## config.mk

```make
export PLATFORM = sky130hd
export DESIGN_NAME = serial_addsub_engine
export DESIGN_NICKNAME = d
export VERILOG_FILES = /design/src/rtl/serial_arith_pkg.sv /design/src/rtl/digit_adder.sv /design/src/rtl/serial_addsub_engine.sv
export SDC_FILE = /design/constraint.sdc
export NUM_CORES = 1
export LEC_CHECK = 0
export CORE_ASPECT_RATIO = 1.1
export CORE_MARGIN = 2
export CORE_UTILIZATION = 39
export DETAILED_ROUTE_END_ITERATION = 8
export PLACE_DENSITY = 0.73
export SETUP_SLACK_MARGIN = 0.4
export SYNTH_ARGS = -nofsm -noshare
export SYNTH_HDL_FRONTEND = slang
export SYNTH_HIERARCHICAL = 1
export SYNTH_SLANG_ARGS = --single-unit
```

## constraint.sdc

```tcl
create_clock -name clock -period 2.6 [get_ports clock]
set_input_delay 0.39 -clock clock [delete_from_list [all_inputs] [get_ports clock]]
set_output_delay 0.39 -clock clock [all_outputs]
set_load 0.02 [all_outputs]
```

## src/rtl/serial_arith_pkg.sv

```systemverilog
// Shared encodings for the digit-serial add/subtract engine.
package serial_arith_pkg;

   typedef enum logic {
      ST_IDLE = 1'b0,
      ST_RUN  = 1'b1
   } state_t;

   localparam logic MODE_ADD = 1'b0;
   localparam logic MODE_SUB = 1'b1;

   // Digit counter width; a one-digit word still gets a one-bit counter.
   function automatic int cnt_width(input int ndig);
      return (ndig > 1) ? $clog2(ndig) : 1;
   endfunction

endpackage

```

## src/rtl/digit_adder.sv

```systemverilog
// Combinational DW-bit adder that also exposes the carry into its MSB,
// so the engine can derive two's-complement overflow on the last digit.
module digit_adder #(
   parameter int DW = 4
) (
   input  logic [DW-1:0] a,
   input  logic [DW-1:0] b,
   input  logic          cin,
   output logic [DW-1:0] sum,
   output logic          cout,
   output logic          c_msb
);

   generate
      if (DW == 1) begin : g_one
         assign c_msb = cin;
         assign sum   = a ^ b ^ cin;
      end else begin : g_multi
         logic [DW-2:0] lo_s;
         assign {c_msb, lo_s} = {1'b0, a[DW-2:0]} + {1'b0, b[DW-2:0]} + {{(DW-1){1'b0}}, cin};
         assign sum           = {a[DW-1] ^ b[DW-1] ^ c_msb, lo_s};
      end
   endgenerate

   // Full carry out of the MSB position.
   assign cout = (a[DW-1] & b[DW-1]) | (a[DW-1] & c_msb) | (b[DW-1] & c_msb);

endmodule

```

## src/rtl/serial_addsub_engine.sv

```systemverilog
// Digit-serial add/subtract engine: one DW-bit digit per clock, LS digit first,
// result digits produced combinationally in the same cycle as their operands.
module serial_addsub_engine
   import serial_arith_pkg::*;
#(
   parameter int DW   = 4,
   parameter int NDIG = 8
) (
   input  logic          clock,
   input  logic          reset,
   input  logic          start,
   input  logic          mode,
   input  logic [DW-1:0] x,
   input  logic [DW-1:0] y,
   output logic [DW-1:0] s,
   output logic          s_valid,
   output logic          busy,
   output logic          done,
   output logic          cout,
   output logic          ovf
);

   localparam int CW = cnt_width(NDIG);

   state_t        state_q, state_d;
   logic [CW-1:0] cnt_q, cnt_d;
   logic          carry_q, carry_d;
   logic          mode_q, mode_d;
   logic          done_q, done_d;
   logic          cout_q, cout_d;
   logic          ovf_q, ovf_d;

   logic          m_s, cin_s, active_s, last_s;
   logic [DW-1:0] sum_s;
   logic          c_next_s, c_msb_s;

   digit_adder #(.DW(DW)) u_digit_adder (
      .a     (x),
      .b     (y ^ {DW{m_s}}),
      .cin   (cin_s),
      .sum   (sum_s),
      .cout  (c_next_s),
      .c_msb (c_msb_s)
   );

   // Operand selection, last-digit detection and next-state logic.
   always_comb begin
      state_d  = state_q;
      cnt_d    = cnt_q;
      carry_d  = carry_q;
      mode_d   = mode_q;
      done_d   = 1'b0;
      cout_d   = cout_q;
      ovf_d    = ovf_q;
      m_s      = mode_q;
      cin_s    = carry_q;
      active_s = 1'b0;
      last_s   = 1'b0;

      case (state_q)
         ST_IDLE: begin
            // In IDLE the digit comes straight from the inputs; mode doubles as cin.
            m_s   = mode;
            cin_s = mode;
            if (start) begin
               active_s = 1'b1;
               mode_d   = mode;
               if (NDIG == 1) begin
                  last_s = 1'b1;
               end else begin
                  last_s  = 1'b0;
                  state_d = ST_RUN;
                  carry_d = c_next_s;
                  cnt_d   = CW'(1);
               end
            end else begin
               active_s = 1'b0;
            end
         end
         ST_RUN: begin
            active_s = 1'b1;
            if (cnt_q == CW'(NDIG - 1)) begin
               last_s  = 1'b1;
               state_d = ST_IDLE;
               cnt_d   = {CW{1'b0}};
               carry_d = 1'b0;
            end else begin
               carry_d = c_next_s;
               cnt_d   = cnt_q + CW'(1);
            end
         end
         default: begin
            state_d = ST_IDLE;
            cnt_d   = {CW{1'b0}};
            carry_d = 1'b0;
         end
      endcase

      if (last_s) begin
         done_d = 1'b1;
         cout_d = c_next_s;
         ovf_d  = c_msb_s ^ c_next_s;
      end else begin
         done_d = 1'b0;
      end
   end

   // State, counter, carry and result-flag registers.
   always_ff @(posedge clock or negedge reset) begin
      if (!reset) begin
         state_q <= ST_IDLE;
         cnt_q   <= {CW{1'b0}};
         carry_q <= 1'b0;
         mode_q  <= MODE_ADD;
         done_q  <= 1'b0;
         cout_q  <= 1'b0;
         ovf_q   <= 1'b0;
      end else begin
         state_q <= state_d;
         cnt_q   <= cnt_d;
         carry_q <= carry_d;
         mode_q  <= mode_d;
         done_q  <= done_d;
         cout_q  <= cout_d;
         ovf_q   <= ovf_d;
      end
   end

   assign s       = active_s ? sum_s : {DW{1'b0}};
   assign s_valid = active_s;
   assign busy    = (state_q == ST_RUN);
   assign done    = done_q;
   assign cout    = cout_q;
   assign ovf     = ovf_q;

endmodule

```

==> tab_implementation.tex <==
\begin{tabular}{lr}
\hline
Metric & Value \\
\hline
\multicolumn{2}{l}{\textbf{Clocking}} \\
\quad CTS hold repair buffers & 0 \\
\quad Buffers from clock root to sink, at most & 2 \\
\quad Root cell of the clock tree & clkbuf\_4 \\
\quad TritonCTS clock tree & yes \\
\quad Clock Sink Count & 9 \\
\quad H-Tree Depth & 1 \\
\quad TritonCTS buffer count & 3 \\
\quad Clock transition at the registers of the reported paths & roughly 0.060 ns \\
\quad Skew-Pair Late Insertion Delay & about 0.26 ns \\
\multicolumn{2}{l}{\textbf{Routing}} \\
\quad DRC violations left & 0 \\
\quad Detailed-router iteration count before antenna repair & 1 \\
\quad Drt initial violations & 0 \\
\quad Antenna-violating nets left & 0 \\
\quad Routed via count & 527 \\
\quad Wire length per cell after detailed routing & 11.0 microns \\
\quad Total wire length after detailed routing & 1260 microns \\
\quad Vias/cell & 4.58 \\
\multicolumn{2}{l}{\textbf{Timing}} \\
\quad Transition time of the tightest slew-check pin & 0.392 ns \\
\quad Sum Neg Setup Slack & -0.862 ns \\
\quad RSZ-0062 raised after global routing & yes \\
\quad Clock Skews & between 0.003 and 0.004 ns \\
\quad Final min period & 2.96 ns \\
\quad Share of the clock period used by the worst path after layout & 114\% \\
\quad Endpoints failing hold & 0 \\
\quad Worst setup slack after layout & -0.365 ns \\
\quad Relative slew margins & 73.8\% \\
\quad Max Clock Freq & 337 MHz \\
\quad Final setup violation count & 3 \\
\quad Max Slew Vio Count & 0 \\
\multicolumn{2}{l}{\textbf{Final layout}} \\
\quad Post-synthesis to final-layout area growth & 60.2\% \\
\quad Total inserted antenna cells & 0 \\
\quad Count of nets after finishing & 118 \\
\quad Fraction of final layout cells sized beyond drive strength 1 & 36.7\% \\
\quad Final core utilization & around 66\% \\
\quad Final Instance Count excl. Fillers & roughly 120 \\
\multicolumn{2}{l}{\textbf{Placement}} \\
\quad Number of placed instances, taps included & 107 \\
\quad Total half-perimeter wirelength after legalization and detailed placement & 1010 microns \\
\quad Worst Setup Slack post-DPL & -0.932 ns \\
\quad Global placer's final weighted congestion & 0.699 \\
\quad Input/output buffers & 20 \\
\multicolumn{2}{l}{\textbf{Synthesis}} \\
\quad Post-Syn Area & around 640 sq um \\
\quad Primary flip-flop cell chosen by synthesis mapping & dfrtp\_1 \\
\quad Net count after synthesis & 80 \\
\quad Share of synthesized area occupied by flip-flops and latches & between 30\% and 40\% \\
\quad Fraction of synthesis flops using an asynchronous set or reset pin & between 90\% and 100\% \\
\quad Share of the synthesized area in the top cell type & 35.2\% \\
\quad Register bit total from synthesis & 9 \\
\quad Avg Synthesized Cell Area & 10.5 sq um \\
\quad Most area-consuming cells after synthesis & dfrtp\_1, fa\_1, xnor2\_1 \\
\quad Synth cell types & 22 \\
\quad Number of enable-type register cells in the synthesized netlist & 0 \\
\quad Most numerous cell in the Yosys netlist & inv\_1 \\
\quad Synth top cells by count & inv\_1, dfrtp\_1, xnor2\_1 \\
\quad Cell count after synthesis & between 60 and 70 \\
\quad Synthesis Warnings & 6 \\
\quad Dominant cell type by area after synthesis & dfrtp\_1 \\
\multicolumn{2}{l}{\textbf{Power}} \\
\quad Power per Cell Area & 1540 nW/um\^{}2 \\
\quad Largest voltage drop on the vdd net & between 0.001 and 0.0015 V \\
\quad Cell leakage power & 0.501 nW \\
\multicolumn{2}{l}{\textbf{Critical path}} \\
\quad Startpoint-to-endpoint class of the critical path & reg2out \\
\quad WP data arrival & roughly 2.6 ns \\
\quad Register-to-register path setup slack & 0.24 ns \\
\quad Most common cell on crit path & inv\_1 \\
\quad Endpoint kind of the worst setup timing path & output port \\
\quad Crit path largest cell delay & 0.47 ns \\
\quad Critical Path Fanout Max & 3 \\
\quad CP Launch Type & flop \\
\quad Cells along the critical path & buf\_4 -> mux2\_2 -> inv\_1 -> fa\_2 -> nand3b\_1 -> and2\_4 -> fa\_1 -> inv\_1 -> nor2b\_4 -> buf\_6 \\
\quad Critical-path top delay cell & fa\_1 \\
\quad Data required time at the worst endpoint & around 2.2 ns \\
\multicolumn{2}{l}{\textbf{Floorplanning}} \\
\quad Core Area & 1560 sq um \\
\quad Die span in x & 42.6 microns \\
\quad Vertical extent of the die & 46.5 microns \\
\quad Total die area & about 2000 sq um \\
\quad FP Rows & 15 \\
\quad Starting density of the core & around two fifths \\
\quad Ports placed on the boundary & 21 \\
\multicolumn{2}{l}{\textbf{GRT}} \\
\quad GR Util met2 & 28.5\% \\
\quad Global-route wire length before repair & 2200 microns \\
\quad Global Route met1 Usage & 14.9\% \\
\quad Gr ovfl total & 0 \\
\quad Antenna violations before repair & 0 \\
\quad Global-route usage over all layers & 15.9\% \\
\quad Via count of the first global-routing pass & roughly 550 \\
\quad Grt peak-use layer & met2 \\
\quad Maximum number of pins on one net before global-route repair & 10 \\
\quad Met3 Use GR & 2.75\% \\
\multicolumn{2}{l}{\textbf{Run status}} \\
\quad Violations in the final reports & setup timing \\
\quad Run status & complete, but fails checks \\
\multicolumn{2}{l}{\textbf{Min path}} \\
\quad Class of the tightest hold or removal check & in2async \\
\multicolumn{2}{l}{\textbf{Flow run}} \\
\quad Max-cap violations & 0 \\
\hline
\end{tabular}
==> sequential cells by signal (all words and copies together), names as in the netlist <==
register,cells
ovf,1
carry_q,1
cnt_q,3
busy,1
cout,1
done,1
mode_q,1
==> per-stage QoR <==
step / power (W) / hold WS, ns / cell area [sq um]
finish: 0.00158 / 0.414 / 1030
global route: 0.00172 / 0.448 / 1030
CTS: 0.00156 / 0.422 / 1000
detailed placement: 0.00138 / 0.494 / 955
global placement: 0.00136 / 0.485 / 955
floorplan: 0.000957 / 0.0944 / 669
==> cell type report <==
type / instances / area, sq um
clock buffers: 4 / 26.3
fillers: 131 / 532
inverters: 13 / 48.8
multi-input cells: 38 / 392
flip-flops and latches: 9 / 226
well taps: 17 / 21.3
repair buffers: 34 / 312
==> report_power, final <==
| group | leakage (nW) | switching [W] | total (W) | internal [W] |
|---|---|---|---|---|
| clock | 0.0150 | 0.0000489 | 0.000108 | 0.0000591 |
| combinational | 0.379 | 0.000506 | 0.00122 | 0.000713 |
| sequential | 0.107 | 0.0000461 | 0.000254 | 0.000208 |
==> final timing paths <==
kind	start	end	cells after the start
setup reg to reg	busy	ovf	10
min in group clock	cnt_q[0]	cnt_q[0]	1
hold / removal	reset	cout	1
max in group asynchronous	reset	busy	1
setup / recovery	busy	s[3]	10
hold reg to reg	cnt_q[0]	cnt_q[0]	1
==> layer usage <==
layer  vias to the layer above  wire length [microns]
li1                        266                      -
met1                       232                    487
met2                        23                    629
met3                         6                     70
met4                         0                     73
met5                         -                      0
==> cells in the final DEF, fill, tap and decap left out, types with 3 or more instances in the layout <==
master / n
ha_1: 4
xnor2_1: 6
clkdlybuf4s50_1: 14
buf_4: 13
clkbuf_4: 3
dfrtp_1: 8
inv_1: 12
buf_6: 5
nor2b_4: 3
==> cells by family (layout without fill, tap and decap cells) <==
family,after synthesis,count (layout),synth area share (%)
compound gates,7,7,7.03
xor+xnor,6,6,8.20
fa+ha+maj,7,7,17.2
buf+inv,14,51,9.38
flops,9,9,35.2
mux,5,5,10.9
simple gates,13,13,12.1
==> what timing repair did <==
item,CTS,global route
buffers inserted,2,2
pin swaps,3,2
gates resized for setup,28,2
endpoints found under the setup margin,8,7
==> worst max-delay path, delay by kind of cell (launching register included) <==
family / cells / cell delay, ns
DFF: 1 / 0.43
muxes: 1 / 0.21
buffers and inverters: 4 / 0.36
adders and majority gates: 2 / 0.82
and+or+nand+nor: 3 / 0.48
Power figures use the tool's default switching activity.
